===== config.mk =====
export PLATFORM = sky130hd
export DESIGN_NAME = spi_master_128bit
export DESIGN_NICKNAME = d
export VERILOG_FILES = /design/src/rtl/spi_master_128bit.sv
export SDC_FILE = /design/constraint.sdc
export NUM_CORES = 1
export LEC_CHECK = 0
export BUFFER_PORTS_ARGS = -buffer_cell sky130_fd_sc_hd__buf_2
export CAP_MARGIN = 15
export CORE_ASPECT_RATIO = 1.5
export CORE_UTILIZATION = 30
export DETAILED_ROUTE_END_ITERATION = 10
export GPL_ROUTABILITY_DRIVEN = 0
export SETUP_SLACK_MARGIN = 0.2
export SLEW_MARGIN = 5
export SYNTH_ARGS = -nofsm -noshare
export SYNTH_HDL_FRONTEND = slang
export SYNTH_SLANG_ARGS = --single-unit

===== constraint.sdc =====
create_clock -name clk -period 2.7 [get_ports clk]
set_input_delay 0.81 -clock clk [delete_from_list [all_inputs] [get_ports clk]]
set_output_delay 0.81 -clock clk [all_outputs]
set_load 0.01 [all_outputs]

===== src/rtl/spi_master_128bit.sv =====
// rtl/spi_master_128bit.sv - SPI mode 0 master moving one 128-bit word per chip-select frame, MSB first
module spi_master_128bit #(
  parameter int CLK_DIV  = 4,
  parameter int CS_SETUP = 4,
  parameter int CS_HOLD  = 4,
  parameter int CS_IDLE  = 8
) (
  input  logic         clk,
  input  logic         rst_n,
  input  logic         start,
  input  logic [127:0] tx_data,
  output logic         busy,
  output logic         done,
  output logic [127:0] rx_data,
  output logic         spi_sclk,
  output logic         spi_mosi,
  input  logic         spi_miso,
  output logic         spi_cs_n
);

  if (CLK_DIV < 4 || CLK_DIV > 65535) begin : g_bad_clk_div
    $error("spi_master_128bit: CLK_DIV must be in 4..65535");
  end
  if (CS_SETUP < 1 || CS_SETUP > 65535) begin : g_bad_cs_setup
    $error("spi_master_128bit: CS_SETUP must be in 1..65535");
  end
  if (CS_HOLD < 1 || CS_HOLD > 65535) begin : g_bad_cs_hold
    $error("spi_master_128bit: CS_HOLD must be in 1..65535");
  end
  if (CS_IDLE < 1 || CS_IDLE > 65535) begin : g_bad_cs_idle
    $error("spi_master_128bit: CS_IDLE must be in 1..65535");
  end

  localparam logic [15:0] DIV_LAST   = 16'(CLK_DIV - 1);
  localparam logic [15:0] SETUP_LAST = 16'(CS_SETUP - 1);
  localparam logic [15:0] HOLD_LAST  = 16'(CS_HOLD - 1);
  localparam logic [15:0] IDLE_LAST  = 16'(CS_IDLE - 1);
  localparam logic [7:0]  LAST_BIT   = 8'd127;

  typedef enum logic [2:0] {
    IDLE  = 3'd0,
    SETUP = 3'd1,
    XFER  = 3'd2,
    HOLD  = 3'd3,
    GAP   = 3'd4
  } state_t;

  state_t       state;
  logic [15:0]  cnt;
  logic [7:0]   bit_cnt;
  logic [126:0] tx_sh;
  logic [127:0] rx_sh;
  logic [1:0]   miso_ff;

  // miso is asynchronous to clk; only miso_ff[1] is ever used
  always_ff @(posedge clk or negedge rst_n) begin
    if (!rst_n) begin
      miso_ff <= 2'b00;
    end else begin
      miso_ff <= {miso_ff[0], spi_miso};
    end
  end

  always_ff @(posedge clk or negedge rst_n) begin
    if (!rst_n) begin
      state    <= IDLE;
      cnt      <= 16'd0;
      bit_cnt  <= 8'd0;
      tx_sh    <= '0;
      rx_sh    <= '0;
      rx_data  <= '0;
      busy     <= 1'b0;
      done     <= 1'b0;
      spi_sclk <= 1'b0;
      spi_mosi <= 1'b0;
      spi_cs_n <= 1'b1;
    end else begin
      done <= 1'b0;
      case (state)
        IDLE: begin
          if (start) begin
            tx_sh    <= tx_data[126:0];
            rx_sh    <= '0;
            bit_cnt  <= 8'd0;
            cnt      <= 16'd0;
            busy     <= 1'b1;
            spi_cs_n <= 1'b0;
            spi_mosi <= tx_data[127];
            state    <= SETUP;
          end
        end
        SETUP: begin
          if (cnt == SETUP_LAST) begin
            cnt   <= 16'd0;
            state <= XFER;
          end else begin
            cnt <= cnt + 16'd1;
          end
        end
        XFER: begin
          if (cnt == DIV_LAST) begin
            cnt      <= 16'd0;
            spi_sclk <= ~spi_sclk;
            // falling edge: sample at the end of the high phase, then launch the next bit
            if (spi_sclk) begin
              rx_sh   <= {rx_sh[126:0], miso_ff[1]};
              bit_cnt <= bit_cnt + 8'd1;
              if (bit_cnt == LAST_BIT) begin
                state <= HOLD;
              end else begin
                tx_sh    <= {tx_sh[125:0], 1'b0};
                spi_mosi <= tx_sh[126];
              end
            end
          end else begin
            cnt <= cnt + 16'd1;
          end
        end
        HOLD: begin
          if (cnt == HOLD_LAST) begin
            cnt      <= 16'd0;
            spi_cs_n <= 1'b1;
            spi_mosi <= 1'b0;
            rx_data  <= rx_sh;
            done     <= 1'b1;
            state    <= GAP;
          end else begin
            cnt <= cnt + 16'd1;
          end
        end
        GAP: begin
          if (cnt == IDLE_LAST) begin
            cnt   <= 16'd0;
            busy  <= 1'b0;
            state <= IDLE;
          end else begin
            cnt <= cnt + 16'd1;
          end
        end
        default: begin
          state <= IDLE;
        end
      endcase
    end
  end

endmodule


==> metrics.md <==
| Metric | Value |
|---|---|
| Status | `completed` |
| Post-synth ARST share | `100.0%` |
| Relative slew slack | `approximately 55%` |
| Summed instance area of the synthesized netlist | `17490 um^2` |
| Starting density of the core | `30.31%` |
| Clock tree from TritonCTS | `yes` |
| Final routed DRC violation total | `0` |
| Std-Cell Core Area | `about 58000 um^2` |
| Gr usage total | `13.76%` |
| Clock latency at the later pin of the worst-skew pair | `570 ps` |
| Worst Path Required | `3160 ps` |
| Instance count of the mapped netlist | `roughly 1900` |
| Largest net degree at the start of global routing | `between 200 and 250` |
| Met2 Use GR | `23.37%` |
| Synth Area per Inst | `9.448 um^2` |
| Number of global-route vias before repair | `roughly 13000` |
| Portion of the clock cycle consumed by the worst path in the final layout | `87.53%` |
| Number of library cell types mapped by synthesis | `48` |
| Proportion of netlist area held by the largest area contributor | `59.53%` |
| Internal reg-to-reg setup slack | `340 ps` |
| Final-layout fill cell count | `slightly below 6000` |
| FF-to-FF Start | `cnt[0]$_DFFE_PN0P_` |
| # port buffers | `around 260` |
| Setup total negative slack | `0 ps` |
| Main area contributors after synthesis | `dfrtp_1 60%, nand2_1 17%, mux2i_1 7.3%` |
| Main flop type after synthesis | `dfrtp_1` |
| Final hold viol count | `0` |
| Combined flip-flop and latch cell area | `between 10000 and 15000 um^2` |
| Most frequent cell after synthesis | `nand2_1` |
| Detailed-route via count | `13300` |
| Path category of the worst min-delay check | `input pin to async pin` |
| FMAX | `between 400 and 500 MHz` |
| Number of failing setup endpoints in the final timing report | `0` |
| Non-filler cells in the finished layout | `~2900` |
| Leading cell types by count after synthesis | `792 x nand2_1, 416 x dfrtp_1, 169 x o21ai_0` |
| Die outline width | `~200 um` |
| Total routed wirelength | `40.86 mm` |
| Max-slew violation total from the final report | `0` |
| Maximum fanout along the worst path | `~110` |
| Met3 Track Usage GR | `4.154%` |
| Unrepaired setup endpoints after global routing | `no` |
| Max-capacitance violation count | `0` |
| IR drop worst, VDD | `between 0.0005 and 0.0006 V` |
| CP Launch Type | `register` |
| Worst-case reg-to-reg path depth | `7` |
| Least-Margin Pin Slew | `around 670 ps` |
| CTS Hold Bufs | `0` |
| Layout-stage area growth over the synthesis result | `21.61%` |
| Post-layout total power | `about 18000 uW` |
| Kind of critical path | `register to register` |
| Placement Setup Slack | `23.80 ps` |
| Leakage Power | `0.01036 uW` |
| Global routing's busiest layer | `met2` |
| Count of clock tree sinks | `417` |
| Count of warnings emitted by yosys | `0` |
| Final layout net count | `2217` |
| Detailed-routing iteration count for the pre-antenna-repair pass | `7` |
| Ratio of cells with drive above 1 in the final layout | `roughly a fifth` |
| Number of clock buffers inserted by TritonCTS | `43` |
| End of the worst register-to-register path | `bit_cnt[0]$_DFFE_PN0P_` |
| DIE HEIGHT | `roughly 300 um` |
| Post-synthesis sequential area ratio | `59.68%` |
| H-tree Lvls | `2` |
| Number of antenna violations at the first check in global routing | `5` |
| Post-placement cell count | `2805` |
| Tmin final | `2363 ps` |
| Synth Net Count | `between 1500 and 2000` |
| Clock-pin slew on the worst setup and hold paths | `60 ps` |
| Register bit count reported by yosys | `417` |
| Total die area | `59280 um^2` |
| Ratio of routed vias to standard cells | `4.607` |
| DRC marker count from the first detailed-route iteration | `532` |
| Number of rows in the core area | `108` |
| Post-synth top area cell | `dfrtp_1` |
| Total power per unit cell area | `approximately 850 nW/um^2` |
| Total grt overflow | `0` |
| Bufs on Longest Clock Path | `3` |
| Final Skew | `14.39 ps` |
| Kind of end point of the critical path | `register` |
| Setup ws final | `~340 ps` |
| # IOs | `265` |
| Detailed-placement wirelength estimate | `26.61 mm` |
| Setup bufs post-CTS | `0` |
| First-pass GRT wire length | `approximately 66 mm` |
| Wire length per cell | `14.15 um` |
| Number of enable-type register cells in the synthesized netlist | `0` |
| Met1 track demand over resource in global routing | `between 10% and 20%` |
| Clock root buffer | `clkbuf_16` |
| Count of antenna-violating nets left after detailed routing | `0` |
| Arr. time, crit path | `2830 ps` |
| Multi-input gate area in the final layout | `6489 um^2` |
[worst max-delay path, cell delays in order (launching register included)]
cell	delay (ps)
dfrtp_1	420
ha_1	280
nor3b_1	180
and4_4	280
a21oi_4	280
buf_8	520
nor3_1	100
a21o_1	170
[timing repair]
action                                  CTS  global route
resized for setup                         1            11
gates cloned                              1             2
pin swaps                                 1             0
endpoints found under the setup margin   16           343
[state kept, by name, summed over array words and instances (netlist names)]
| signal | count |
|---|---|
| rx_sh | 128 |
| miso_ff | 2 |
| spi_cs_n | 1 |
| spi_sclk | 1 |
| bit_cnt | 8 |
| done | 1 |
| rx_data | 128 |
| busy | 1 |
| spi_mosi | 1 |
| tx_sh | 127 |
| cnt | 16 |
| state | 3 |
[kinds of logic after synthesis]
group | share of synthesized area, %
buffers and inverters | 3.577
AND/OR/NAND/NOR | 19.44
multiplexers | 7.391
adder cells (fa/ha/maj) | 0.1431
AO/OA/AOI/OAI | 9.373
XOR/XNOR | 0.4007
flip-flops | 59.68
[worst max path at each step]
stage / from / endpoint / slack [ps] / depth (start not counted)
6_report: cnt[0]$_DFFE_PN0P_ / bit_cnt[0]$_DFFE_PN0P_ / 340 / 7
3_3_place_gp: cnt[0]$_DFFE_PN0P_ / cnt[9]$_DFFE_PN0P_ / 130 / 6
3_5_place_dp: cnt[0]$_DFFE_PN0P_ / cnt[7]$_DFFE_PN0P_ / 20 / 6
5_1_grt: cnt[0]$_DFFE_PN0P_ / rx_data[58]$_DFFE_PN0P_ / 190 / 9
2_1_floorplan: cnt[0]$_DFFE_PN0P_ / bit_cnt[0]$_DFFE_PN0P_ / 510 / 9
4_1_cts: cnt[0]$_DFFE_PN0P_ / rx_sh[88]$_DFFE_PN0P_ / 160 / 6
[where the power goes]
group / switching [uW] / total (uW) / internal [uW]
sequential: 780 / 8180 / 7400
clock: 2510 / 6090 / 3580
combinational: 2260 / 3720 / 1470
total: 5550 / 18000 / 12400
[placed cells by master (no fill, tap or decap), types with 8 or more instances in the layout]
master and n:
nand3_1 11, clkbuf_1 9, o21ai_1 92, buf_4 26, nor2_1 15, o21ai_0 169, mux2i_1 128, clkbuf_16 46
buf_12 13, nand2_1 792, a21oi_1 16, clkinv_2 8, dfrtp_1 416, buf_2 263
[cell type report]
cell class,instances,area share (%)
inverter,4,0.07060
antenna,1,0.01177
tap,770,4.530
timing repair buffer,310,8.996
clock inverter,18,1.018
clock buffer,60,5.789
sequential,417,49.07
multi-input combinational,1307,30.51
[layer usage]
metal	routed length [um]	part of all wire, %	vias up
li1	-	-	6529
met2	19770	48	330
met3	2973	7.3	74
met4	983	2.4	8
met5	47	0.12	-
met1	17080	42	6358
[through the flow]
stage	utilization, %	hold slack (ps)	instance area, um^2
final	36.86	159.0	21270
after global routing	36.85	150.6	21260
after CTS	36.72	133.0	21190
after detailed placement	34.18	337.1	19720
after global placement	34.18	334.0	19720
after floorplan	-	331.2	17490
(Power assumes the default switching activity.)
